### src/rtl/uart_cmd_decoder.sv
// uart_cmd_decoder: decodes UART key bytes into a 4-deep one-hot command queue plus a held-direction output
module uart_cmd_decoder #(
   parameter int REPEAT_TICKS = 5,
   parameter int FIFO_DEPTH   = 4
) (
   input  logic       clk,
   input  logic       reset,
   input  logic [7:0] rx_data,
   input  logic       rx_valid,
   input  logic       tick,
   input  logic       cmd_ready,
   output logic [7:0] cmd,
   output logic       cmd_valid,
   output logic [3:0] move_hold,
   output logic [2:0] fifo_count,
   output logic       overflow
);
   localparam int CW = $clog2(REPEAT_TICKS + 1);
   typedef enum logic {IDLE, HOLD} state_t;
   logic [7:0]    lc, dec;
   logic [7:0]    mem_q [4];
   logic [1:0]    wr_q, rd_q;
   logic [2:0]    cnt_q, cnt_d;
   logic          ovf_q, push, pop, full, wr_en, dir;
   state_t        state_q, state_d;
   logic [3:0]    hold_q, hold_d;
   logic [CW-1:0] hcnt_q, hcnt_d;

   // case-folded key decode and queue push/pop arbitration
   always_comb begin
      lc    = rx_data | 8'h20;
      dec   = {lc == 8'h68, rx_data == 8'h20, lc == 8'h78, rx_data == 8'h0D,
               lc == 8'h64, lc == 8'h61, lc == 8'h73, lc == 8'h77};
      full  = cnt_q == 3'(FIFO_DEPTH);
      push  = rx_valid & |dec;
      pop   = cmd_valid & cmd_ready;
      wr_en = push & (~full | pop);
      cnt_d = cnt_q + 3'(wr_en) - 3'(pop);
      dir   = rx_valid & |dec[3:0];
   end

   // queue pointers, occupancy and sticky drop flag
   always_ff @(posedge clk or posedge reset) begin
      if (reset) begin
         wr_q  <= '0;
         rd_q  <= '0;
         cnt_q <= '0;
         ovf_q <= 1'b0;
      end else begin
         wr_q  <= wr_q + 2'(wr_en);
         rd_q  <= rd_q + 2'(pop);
         cnt_q <= cnt_d;
         ovf_q <= ovf_q | (push & full & ~pop);
      end
   end

   // queue storage; contents are masked by occupancy so they need no reset
   always_ff @(posedge clk) begin
      if (wr_en) mem_q[wr_q] <= dec;
   end

   // hold FSM next state: a direction key reloads, ticks count the hold down
   always_comb begin
      state_d = state_q;
      hold_d  = hold_q;
      hcnt_d  = hcnt_q;
      if (dir) begin
         state_d = HOLD;
         hold_d  = dec[3:0];
         hcnt_d  = CW'(REPEAT_TICKS);
      end else if (state_q == HOLD && tick) begin
         hcnt_d = hcnt_q - CW'(1);
         if (hcnt_q == CW'(1)) begin
            state_d = IDLE;
            hold_d  = '0;
         end
      end
   end

   // hold FSM state register
   always_ff @(posedge clk or posedge reset) begin
      if (reset) begin
         state_q <= IDLE;
         hold_q  <= '0;
         hcnt_q  <= '0;
      end else begin
         state_q <= state_d;
         hold_q  <= hold_d;
         hcnt_q  <= hcnt_d;
      end
   end

   assign cmd_valid  = cnt_q != 3'd0;
   assign cmd        = cmd_valid ? mem_q[rd_q] : 8'h00;
   assign fifo_count = cnt_q;
   assign overflow   = ovf_q;
   assign move_hold  = hold_q;
endmodule

### config.mk
export PLATFORM = sky130hd
export DESIGN_NAME = uart_cmd_decoder
export DESIGN_NICKNAME = d
export VERILOG_FILES = /design/src/rtl/uart_cmd_decoder.sv
export SDC_FILE = /design/constraint.sdc
export NUM_CORES = 1
export LEC_CHECK = 0
export CELL_PAD_IN_SITES_DETAIL_PLACEMENT = 1
export CELL_PAD_IN_SITES_GLOBAL_PLACEMENT = 1
export CORE_UTILIZATION = 45
export CTS_CLUSTER_DIAMETER = 40
export DETAILED_ROUTE_END_ITERATION = 10
export PLACE_DENSITY_LB_ADDON = 0.1
export SLEW_MARGIN = 20
export SYNTH_ARGS = -nofsm -noshare
export SYNTH_HDL_FRONTEND = slang
export SYNTH_SLANG_ARGS = --single-unit
### constraint.sdc
create_clock -name clk -period 3.1 [get_ports clk]
set_input_delay 0.62 -clock clk [delete_from_list [all_inputs] [get_ports clk]]
set_output_delay 0.62 -clock clk [all_outputs]
set_load 0.01 [all_outputs]
==> summary.md, run 1 <==
| Metric | Value |
|---|---|
| CTS Buf Count | `5` |
| Die X | `71.5 um` |
| Final Hold Fails | `0` |
| Top FF cell, synth | `edfxtp_1` |
| EDFF count, synth | `32` |
| GR peak layer | `met2` |
| Post-synth cell types | `38` |
| Clk slew on worst S/H paths | `0.09 ns` |
| Layout cells sized above 1 | `23.5%` |
| Max cap viols | `0` |
| HP Class | `flop to flop` |
| Dominant cells by area after synthesis | `edfxtp_1 (44%), dfrtp_1 (18%), mux4_2 (8.3%)` |
| Most frequent cells in the layout | `edfxtp_1 (32), clkdlybuf4s50_1 (25), buf_4 (21)` |
| Commonest non-fill, non-tap cell in the layout | `edfxtp_1` |
| Residual DRC | `0` |
| Grt met1 use | `25.5%` |
| Post-Synth XOR/XNOR Area | `2.42%` |
| Num rows | `24` |
| Clock latency on the worst-skew pair | `roughly 0.30 ns` |
| Setup Buffers After CTS | `0` |
| First-pass GRT wire length | `between 7000 and 8000 um` |
| Netlist area before placement | `2170 um2` |
| Reg area | `1360 um2` |
| Die height | `roughly 71 um` |
| Status | `complete, no violations` |
| Hold bufs inserted after CTS | `0` |
| # clock sinks | `48` |
| WP data arrival | `about 3.2 ns` |
| GPL Wtd Cong | `0.776` |
| Setup TNS Final | `0 ns` |
| Max Fclk | `338 MHz` |
| GR Util All Layers | `21.1%` |
| Clk_skew | `slightly below 0.009 ns` |
| Compound-cell area share of the yosys netlist | `6.11%` |
| M3 GR Usage | `5.91%` |
| Post-synthesis mux area share | `8.29%` |
| Vias in the first global route | `about 1500` |
| Synth Area in Simple Gates | `~14%` |
| Critical Path RT | `about 3.3 ns` |
| CP endpoint kind | `flop` |
| DPL Wire Length | `roughly 3400 um` |
| Met2 Use GR | `36.9%` |
| RSZ-0062 raised after global routing | `false` |
| DR pass1 iterations | `4` |
| Core ar. | `between 4000 and 5000 um2` |
| Buffers on Ports | `29` |
| GRT overflow | `0` |
| Share of the synthesized area in the top cell type | `between 40% and 50%` |
| ANT nets after route | `0` |
| Critical path class | `input pin to flop` |
| Largest net degree at the start of global routing | `17` |
| Slew Limit Fails | `0` |
| Ys Warns | `0` |
| Multi-input combinational cell area | `about 790 um2` |
| Worst-margin pin slew | `0.665 ns` |
| H-tree depth | `2` |
| Min Tclk post-route | `just under 3 ns` |
| WL final | `4610 um` |
| Post-Synthesis Net Count | `160` |
| Adder-cell share of the synthesized area | `4.38%` |
| Slowest cell on the critical path | `or4b_4` |
| Avg Inst Size Synth | `between 15 and 20 um2` |
| ANT cells | `0` |
| Setup crit start kind | `input pin` |
| Clk root buf | `clkbuf_8` |
| Sequential share of the synthesized area | `between 60 and 70%` |
| Dominant cell type by area after synthesis | `edfxtp_1` |
| Maximum buffer depth of the clock tree | `2` |
| NumNets Final | `215` |
| CP max FO | `5` |
| Crit share post-route | `~96%` |
| Syn Inst Count | `140` |
| Slowest stage delay, CP | `~0.56 ns` |
| Power density cells | `699 nW/um2` |
| Drt wl/cell | `18.6 um` |
| Initial antenna violation count | `0` |
| Main combinational cell family by area after synthesis | `simple AND/OR/NAND/NOR gates` |
| Number of synthesized register bits | `48` |
| Asr flop ratio synth | `between 30% and 40%` |
| Vias/cell | `5.60` |
| Worst slew margin | `55.6%` |
| Worst VDD drop | `around 0.00030 V` |
| LEAKAGE | `1.06 nW` |
| Total Die Area | `5110 um2` |
| Final setup viols | `0` |
| Critical path, cell by cell | `dlygate4sd2_1, or4b_4, a311oi_4, o311ai_4, ha_1, inv_1, ha_1, inv_1, fa_1, xnor2_1, xnor2_1` |
| TritonCTS clock tree | `done` |
| Final hold slack | `0.500 ns` |
| # IOs | `30` |
| Synthesis-to-finish area growth | `27.5%` |
| Fillers | `449` |
| Vias post-DR | `1389` |
| Initial drt markers | `127` |
| Initial core utilization | `48.2%` |
[cell type report]
class,count,area share [%]
Clock buffer,8,2.89
Inverter,8,1.08
Multi-Input combinational cell,82,28.5
Sequential cell,48,49.1
Tap cell,52,2.35
Timing Repair Buffer,50,16.0
[final timing paths]
kind                                from            end  slack [ns]  cells after the start
setup reg to reg           fifo_count[1]  fifo_count[2]        0.47                      9
min in group asynchronous          reset  fifo_count[0]        0.72                      2
hold / removal              move_hold[0]   move_hold[0]        0.50                      1
hold reg to reg             move_hold[0]   move_hold[0]        0.50                      1
max in group asynchronous          reset        rd_q[1]        1.96                      2
setup / recovery              rx_data[2]  fifo_count[2]        0.14                     11
[cell families after synthesis]
group | Yosys count
buffers and inverters | 10
adder cells (fa/ha/maj) | 7
AND/OR/NAND/NOR | 50
flip-flops | 48
multiplexers | 8
AO/OA/AOI/OAI | 11
XOR/XNOR | 6
[where the power goes]
| group | leakage (nW) | total, mW | internal (mW) | switching, mW |
|---|---|---|---|---|
| combinational | 0.519 | 0.682 | 0.429 | 0.254 |
| clock | 0.0395 | 0.356 | 0.161 | 0.195 |
| sequential | 0.500 | 0.898 | 0.765 | 0.132 |
[worst max-delay path, delay by kind of cell]
kind            cells  cell delay [ns]
buf+inv             3             0.39
simple gates        1             0.56
compound gates      2             0.52
xor+xnor            2             0.26
fa+ha+maj           3             0.79
[metal layers]
layer  up-vias  part of all wire [%]
met5         -                     0
met4         0                  0.65
met3         2                   5.8
met2        52                    53
met1       702                    40
li1        633                     -
[cells in the mapped netlist, types with 3 or more instances]
master / instances
mux4_2: 8
nor2b_1: 10
inv_1: 8
nand2_1: 8
nor2_1: 6
xor2_1: 3
ha_1: 6
nor3_1: 3
edfxtp_1: 32
xnor2_1: 3
dfrtp_1: 16
[flip-flops by register name, summed over array words and instances (netlist names)]
name and cells:
wr_q 2, hcnt_q 3, state_q 1, fifo_count 3, overflow 1, mem_q 32, move_hold 4, rd_q 2
[repair_timing]
action,CTS,global route
gates resized for setup,6,2
pin swaps,1,0
endpoints found under the setup margin,1,1
[per-stage QoR]
step / instance area, um2 / power, mW / cells / setup slack (ns) / utilization, %
3_5_place_dp: 2680 / 1.60 / 240 / -0.412 / 59.4
3_3_place_gp: 2680 / 1.57 / 240 / -0.344 / 59.4
5_1_grt: 2770 / 2.06 / 248 / 0.0177 / 61.5
4_1_cts: 2760 / 1.96 / 248 / 0.102 / 61.3
6_report: 2770 / 1.94 / 248 / 0.139 / 61.5
2_1_floorplan: 2170 / 1.27 / 140 / 0.0933 / -
Note: power is estimated with default switching activity, not from simulation.
==> run 2: changes to the inputs <==
CORE_MARGIN = 4   (was default)
==> run 2 against run 1 <==
Compared with the run above:
- cell area up 0.36%
- clock power is 3% lower
- first-iteration DRC count fell by 27%
- highest routed layer unchanged
==> summary.md, run 2 (same netlist as run 1, synthesis figures left out) <==
| Metric | Value |
|---|---|
| GRT overflow | `0` |
| Setup crit start kind | `input pin` |
| Min Tclk post-route | `2.97 ns` |
| Max reg flops | `32` |
| Synthesis-to-finish area growth | `28.0%` |
| Max cap viols | `0` |
| Setup Buffers After CTS | `0` |
| CP endpoint kind | `flop` |
| H-tree depth | `2` |
| CTS Buf Count | `5` |
| Clk root buf | `clkbuf_8` |
| Clk_skew | `approximately 0.0044 ns` |
| DR pass1 iterations | `4` |
| DPL Wire Length | `roughly 3600 um` |
| Largest net degree at the start of global routing | `17` |
| Hold bufs inserted after CTS | `0` |
| Final Hold Fails | `0` |
| Worst VDD drop | `0.000361 V` |
| GPL Wtd Cong | `0.813` |
| WL final | `approximately 4700 um` |
| # IOs | `30` |
| CP startpoint | `rx_data[0]` |
| Layout cells sized above 1 | `24.9%` |
| Worst-margin pin slew | `a little under 0.7 ns` |
| WP data arrival | `3.20 ns` |
| LEAKAGE | `1.07 nW` |
| Crit share post-route | `95.9%` |
| Initial drt markers | `93` |
| TritonCTS clock tree | `done` |
| Fillers | `452` |
| Multi-input combinational cell area | `788 um2` |
| Place WS | `-0.434 ns` |
| Maximum buffer depth of the clock tree | `2` |
| Die X | `77.5 um` |
| ANT cells | `0` |
| Vias post-DR | `1368` |
| Total Die Area | `6000 um2` |
| Die height | `just under 80 um` |
| Critical Path RT | `3.32 ns` |
| GR Util All Layers | `around 17%` |
| Initial antenna violation count | `0` |
| Worst slew margin | `54.1%` |
| Switch share | `30.1%` |
| # clock sinks | `48` |
| Total power draw | `1.93 mW` |
| P_int | `1.35 mW` |
| Vias/cell | `roughly 5.5` |
| Vias in the first global route | `1546` |
| Critical path class | `input pin to flop` |
| Setup TNS Final | `0 ns` |
| NumNets Final | `216` |
| Most frequent cells in the layout | `edfxtp_1 (32), clkdlybuf4s50_1 (25), buf_4 (22)` |
| Max Fclk | `336 MHz` |
| Drt wl/cell | `18.7 um` |
| Power density cells | `694 nW/um2` |
| First-pass GRT wire length | `7850 um` |
| Setup WS post-layout | `0.126 ns` |
| Num rows | `25` |
| Slew Limit Fails | `0` |
| Buffers on Ports | `29` |
| Core ar. | `approximately 4700 um2` |
| Gate power share | `a little over a third` |
| Clock latency on the worst-skew pair | `0.29 ns` |
| RR Startpoint | `fifo_count[1]` |
| Final setup viols | `0` |
| Clock power frac | `18.0%` |
| CP max FO | `4` |
| Top reg by flops | `mem_q` |
| HP Start | `state_q` |
| Residual DRC | `0` |
| Final Instance Area | `2780 um2` |
| Initial core utilization | `46.3%` |
| Commonest non-fill, non-tap cell in the layout | `edfxtp_1` |
| Switching Power | `between 0.5 and 0.6 mW` |
| Final hold slack | `0.511 ns` |
| Status | `complete, no violations` |
| Register share of total power | `46.4%` |
| ANT nets after route | `0` |
| Reg area | `1360 um2` |
| RSZ-0062 raised after global routing | `false` |
| Clk slew on worst S/H paths | `0.08 ns` |
| HP Class | `flop to flop` |
| Area of placed instances | `2690 um2` |
run 2: cell types whose count changed in the layout (fill, tap and decap cells not counted):
cell	delta
nor4_2	-1
clkinv_1	+1
clkinvlp_2	+1
clkbuf_1	-3
clkinv_2	+1
a21oi_1	-1
nor4_1	+1
a21oi_2	+1
buf_4	+1
run 2: path summary, 6_finish.rpt:
check	cells past startpoint	to	slack, ns
max	11	fifo_count[2]	0.13
min	2	state_q	0.51
max reg2reg	9	fifo_count[2]	0.49
min reg2reg	2	state_q	0.51
max in group asynchronous	2	wr_q[1]	2.02
min in group asynchronous	2	fifo_count[2]	0.69
run 2: power groups by stage:
stage	clock network (mW)	logic [mW]	registers, mW
global placement	0	0.669	0.905
detailed placement	0	0.700	0.914
floorplan	0	0.411	0.855
finish	0.347	0.687	0.895
CTS	0.361	0.705	0.901
global route	0.396	0.753	0.921
run 2: area by class of cell:
type | count | area share (%)
Clock inverter | 3 | 0.495
Tap cell | 54 | 2.43
Inverter | 8 | 1.08
Multi-Input combinational cell | 82 | 28.4
Timing Repair Buffer | 51 | 16.2
Clock buffer | 5 | 2.48
Sequential cell | 48 | 49.0
run 2: stage by stage:
| stage | utilization (%) | std cells |
|---|---|---|
| floorplan | - | 140 |
| global placement | 57.3 | 243 |
| detailed placement | 57.3 | 243 |
| CTS | 59.3 | 251 |
| global route | 59.3 | 251 |
| finish | 59.3 | 251 |
run 2: critical path: stages:
cell and delay (ns):
dlygate4sd2_1 0.27, or4b_4 0.56, a311oi_4 0.39, o311ai_4 0.14, ha_1 0.28, inv_1 0.06, ha_1 0.13, inv_1 0.05
fa_1 0.37, xnor2_1 0.19, xnor2_1 0.13
run 2: what timing repair did:
action / in CTS / in global routing
resized for setup: 8 / 0
setup endpoints to repair: 1 / 1
pin swaps: 2 / 1
run 2: metal layers:
layer	GRT usage [%]	up-vias	share of wire [%]	wire length, um
li1	-	636	-	-
met1	19.0	691	39	1830
met2	33.1	36	56	2650
met3	3.94	5	3.7	172
met4	5.34	0	0.85	40
met5	0	-	0	0
==> run 3: changes to the inputs <==
CTS_BUF_LIST = sky130_fd_sc_hd__clkbuf_16   (was default)
==> run 3 against run 2 <==
Compared with the run above:
- cell area rose by 2.7%
- utilization rose by 1.6 points
- die area unchanged
- cell count grew 0.40%
- sequential cell count is the same
- largest cell class unchanged
- highest routed layer unchanged
==> summary.md, run 3 (same netlist as run 1, synthesis figures left out) <==
| Metric | Value |
|---|---|
| Clk_skew | `0.00423 ns` |
| Top reg by flops | `mem_q` |
| DPL Wire Length | `around 3600 um` |
| P_int | `1.50 mW` |
| DR pass1 iterations | `4` |
| Initial antenna violation count | `0` |
| CP endpoint kind | `flop` |
| Slowest stage delay, CP | `0.49 ns` |
| CTS Buf Count | `5` |
| Initial drt markers | `70` |
| Layout cells sized above 1 | `26.3%` |
| WL final | `4790 um` |
| RSZ-0062 raised after global routing | `false` |
| Setup WS post-layout | `0.0929 ns` |
| H-tree depth | `2` |
| Residual DRC | `0` |
| ANT nets after route | `0` |
| Most frequent cells in the layout | `edfxtp_1 (32), clkdlybuf4s50_1 (24), buf_4 (23)` |
| Min Tclk post-route | `between 3 and 4 ns` |
| Vias in the first global route | `1538` |
| NumNets Final | `217` |
| Max Fclk | `333 MHz` |
| Commonest non-fill, non-tap cell in the layout | `edfxtp_1` |
| Critical path, cell by cell | `clkdlybuf4s50_1, or4b_4, a21oi_2, buf_4, o311ai_4, ha_1, inv_1, ha_1, inv_1, fa_2, xnor2_2, xnor2_1` |
| Vias post-DR | `1381` |
| Vias/cell | `about 5.5` |
| Total power draw | `~2.1 mW` |
| Reg-to-reg slack, setup | `0.48 ns` |
| ANT cells | `0` |
| Cells after DPL | `243` |
| Register share of total power | `a little over two fifths` |
| LEAKAGE | `about 1.1 nW` |
| Worst VDD drop | `0.000409 V` |
| Crit share post-route | `97.0%` |
| Die height | `between 70 and 80 um` |
| Non-Filler Instances | `252` |
| Max cap viols | `0` |
| Synthesis-to-finish area growth | `31.5%` |
| Buffers on Ports | `29` |
| Critical Path RT | `3.26 ns` |
| Clk root buf | `clkbuf_16` |
| Slew Limit Fails | `0` |
| Die X | `77.5 um` |
| Max reg flops | `32` |
| HP Class | `flop to flop` |
| Final hold slack | `0.505 ns` |
| Worst-margin pin slew | `roughly 0.66 ns` |
| Clock power frac | `between 20% and 30%` |
| Clk slew on worst S/H paths | `0.06 ns` |
| Status | `complete, no violations` |
| Switching Power | `0.612 mW` |
| Drt wl/cell | `19.0 um` |
| Initial core utilization | `46.3%` |
| TritonCTS clock tree | `done` |
| First-pass GRT wire length | `~8000 um` |
| Largest net degree at the start of global routing | `17` |
| GR Util All Layers | `17.6%` |
| WP data arrival | `3.17 ns` |
| Num rows | `25` |
| Place WS | `-0.434 ns` |
| Total Die Area | `6000 um2` |
| Final core occ | `60.9%` |
| Slowest cell on the critical path | `clkdlybuf4s50_1` |
| GPL Wtd Cong | `roughly 0.8` |
| Critical path class | `input pin to flop` |
| GRT overflow | `0` |
| Power density cells | `around 740 nW/um2` |
| Gate power share | `33.5%` |
| Core ar. | `4690 um2` |
| CP max FO | `2` |
| Worst slew margin | `56.0%` |
| Final setup viols | `0` |
| # IOs | `30` |
| Setup crit start kind | `input pin` |
| Final Hold Fails | `0` |
| Clock latency on the worst-skew pair | `0.28 ns` |
| Switch share | `between 20% and 30%` |
| # clock sinks | `48` |
| Maximum buffer depth of the clock tree | `2` |
-- run 3: changes by cell type in the layout (fill, tap and decap cells not counted), sizes merged --
cell / change
clkdlybuf4s50: -1
buf: +1
dlymetal6s2s: +1
-- run 3: worst max-delay path, delay by kind of cell --
family | cells | cell delay (ns)
buf+inv | 4 | 0.75
simple gates | 1 | 0.49
compound gates | 2 | 0.26
fa+ha+maj | 3 | 0.79
xor+xnor | 2 | 0.28
-- run 3: area by class of cell --
type / count / area, um2
clock inverters: 3 / 13.8
repair buffers: 52 / 460
well taps: 54 / 67.6
flip-flops and latches: 48 / 1360
fillers: 440 / 1840
inverters: 8 / 30.0
clock buffers: 5 / 125
multi-input cells: 82 / 798
-- run 3: path summary, 6_finish.rpt --
check / start / end / cells past startpoint
min: state_q / state_q / 2
max in group asynchronous: reset / state_q / 2
min reg2reg: state_q / state_q / 2
min in group asynchronous: reset / fifo_count[2] / 2
max reg2reg: fifo_count[1] / fifo_count[2] / 9
max: rx_data[5] / fifo_count[2] / 12
-- run 3: repair_timing --
| action | 4_1_cts | 5_1_grt |
|---|---|---|
| hold buffers | 0 | 0 |
| gates resized for setup | 10 | 1 |
| setup buffers | 1 | 0 |
| pin swaps | 2 | 1 |
| endpoints found under the setup margin | 2 | 1 |
-- run 3: power groups by stage --
stage	Combinational (mW)	Sequential (mW)	Clock, mW
after floorplan	0.411	0.855	0
after global placement	0.669	0.905	0
after detailed placement	0.700	0.914	0
after CTS	0.724	0.905	0.518
after global routing	0.776	0.923	0.551
final	0.707	0.899	0.507
-- run 3: through the flow --
| step | area, um2 | setup TNS, ns |
|---|---|---|
| after CTS | 2850 | 0 |
| after global routing | 2860 | 0 |
| after floorplan | 2170 | 0 |
| final | 2860 | 0 |
| after detailed placement | 2690 | -0.889 |
| after global placement | 2690 | -0.541 |
-- run 3: layer usage --
layer  track usage, %  share of wire, %  vias up
met4             3.20              0.56        0
met2             33.9                55       32
li1                 -                 -      642
met1             20.2                41      702
met3             3.60               2.8        5
met5                0                 0        -
==> patch (settings of run 3) <==
Take the reset off `hold_q` and load it in a clocked block of its own.
--- a/src/rtl/uart_cmd_decoder.sv
+++ b/src/rtl/uart_cmd_decoder.sv
@@ -81,13 +81,15 @@
    always_ff @(posedge clk or posedge reset) begin
       if (reset) begin
          state_q <= IDLE;
-         hold_q  <= '0;
          hcnt_q  <= '0;
       end else begin
          state_q <= state_d;
-         hold_q  <= hold_d;
          hcnt_q  <= hcnt_d;
       end
+   end
+
+   always_ff @(posedge clk) begin
+      hold_q <= hold_d;
    end
 
    assign cmd_valid  = cnt_q != 3'd0;
Check against the original RTL: not equivalent (Yosys sat finds a counterexample within 4 cycles, from zero or initial values and one cycle with reset high).
==> patch against run 3 <==
Area after synthesis is 1.8% lower; highest routed layer unchanged; critical endpoint unchanged; final area is 0.66% higher; largest power group unchanged; via count is 2.2% lower; wire length is 0.75% higher; non-clock buffer count stayed put; setup slack better by 0.0024 ns; sequential cell count stayed put; power is 9.4% higher; synthesized cell count is 2.1% higher; clock power is 37% higher.
==> patch: results (changes against run 3) <==
stage	metric	value	unit	change
route	WL met1	1.97	mm	-0.80%
yosys	number of flops mapped to enable cells by yosys	36		+13%
final_layout	nets	219		+0.92%
timing	clk_skew	0.00668	ns	+0.00245 ns
timing	final worst slack	0.0953	ns	+0.00238 ns
route	DRT iter0 DRCs	125		+79%
timing	WHS	0.509	ns	+0.00404 ns
yosys	sequential fraction of the synthesis area	0.648		+0.0208
global_route	met3 usage	0.0363		+0.000337
min_path	sink of the worst hold path	overflow$_DFF_PP0_		
critical_path	Setup crit start	rx_data[2]		
place	worst slack, placed	-0.336	ns	+0.0979 ns
critical_path	crit path max fanout	4		+2
critical_path	Max stage delay on crit path	0.55	ns	+0.06 ns
final_layout	fillers	420		-4.5%
final_layout	fraction of area in multi-input gates	0.250		-0.0297
route	final wirelength	4.83	mm	+0.75%
critical_path	CP top delay family	adder cells		
final_layout	fraction of area in registers	0.480		+0.00385
min_path	Hold Startpoint	overflow$_DFF_PP0_		
critical_path	reg2reg setup slack	0.35	ns	-0.13 ns
yosys	top cells by area, synth	edfxtp_1 (51%), dfrtp_1 (14%), mux4_2 (8.4%)		
final_layout	share of layout cells above drive strength 1	0.255		-0.00763
final_layout	Final clock-cell share	0.0714		+0.0227
route	total number of vias	1351		-2.2%
yosys	Async SR Flop Fraction	0.250		-0.0833
final_layout	multi-input gate count	83		+1.2%
final_layout	area of the multi-input gates	718	um2	-10%
yosys	syn avg cell area	14.9	um2	-3.8%
place	Final HPWL DP	3.46	mm	-4.7%
yosys	synthesized net count	163		+1.9%
outcome	run status	finished, final reports clean		
pwr	leakage power	1.12	nW	+0.49%
place	RePlAce Congestion	0.816		+0.28%
global_route	vias in the first global route	1540		+0.13%
place	total placed instance area	2640	um2	-1.7%
route	met3 wire len	140	um	+6.1%
timing	actual slew at the worst max-slew pin	0.593	ns	-0.0621 ns
critical_path	slowest CP cell	or4b_4		
min_path	Hold Path Stages	1		-1
global_route	first-pass GRT wire length	7.93	mm	-1.3%
clock_tree	postcts setup bufs	0		-1
final_layout	buffering overhead	0.164		+0.00286
pwr	peak supply drop	0.000390	V	-4.8%
route	met2 wire length	2.66	mm	+0.49%
place	placed cells	244		+0.41%
yosys	Mapped Area	2130	um2	-1.8%
final_layout	Signal inverters	9		+1
global_route	routing usage on met1	0.206		+0.00392
critical_path	R2R cell count	10		+1
patch: cell types whose count changed in the layout (fill, tap and decap cells not counted), sizes merged, moves of 3 or more:
cell	delta
or2	+3
dlymetal6s2s	+4
clkdlybuf4s50	-3
edfxtp	+4
nor3	+3
dfrtp	-4
patch: cell families after synthesis:
family	share of synthesized area
flip-flops	0.648
AO/OA/AOI/OAI	0.0258
XOR/XNOR	0.0287
AND/OR/NAND/NOR	0.144
buffers and inverters	0.0252
multiplexers	0.0845
adder cells (fa/ha/maj)	0.0446
patch: timing repair:
item,4_1_cts,5_1_grt
resized for setup,5,9
setup endpoints to repair,1,1
pin swaps,2,9
patch: power groups by stage:
stage          sequential [mW]  clock, mW  combinational [mW]
3_5_place_dp             0.910          0               0.699
6_report                 0.899      0.697               0.718
2_1_floorplan            0.845          0               0.415
3_3_place_gp             0.896          0               0.668
4_1_cts                  0.902      0.710               0.713
5_1_grt                  0.920      0.739               0.789
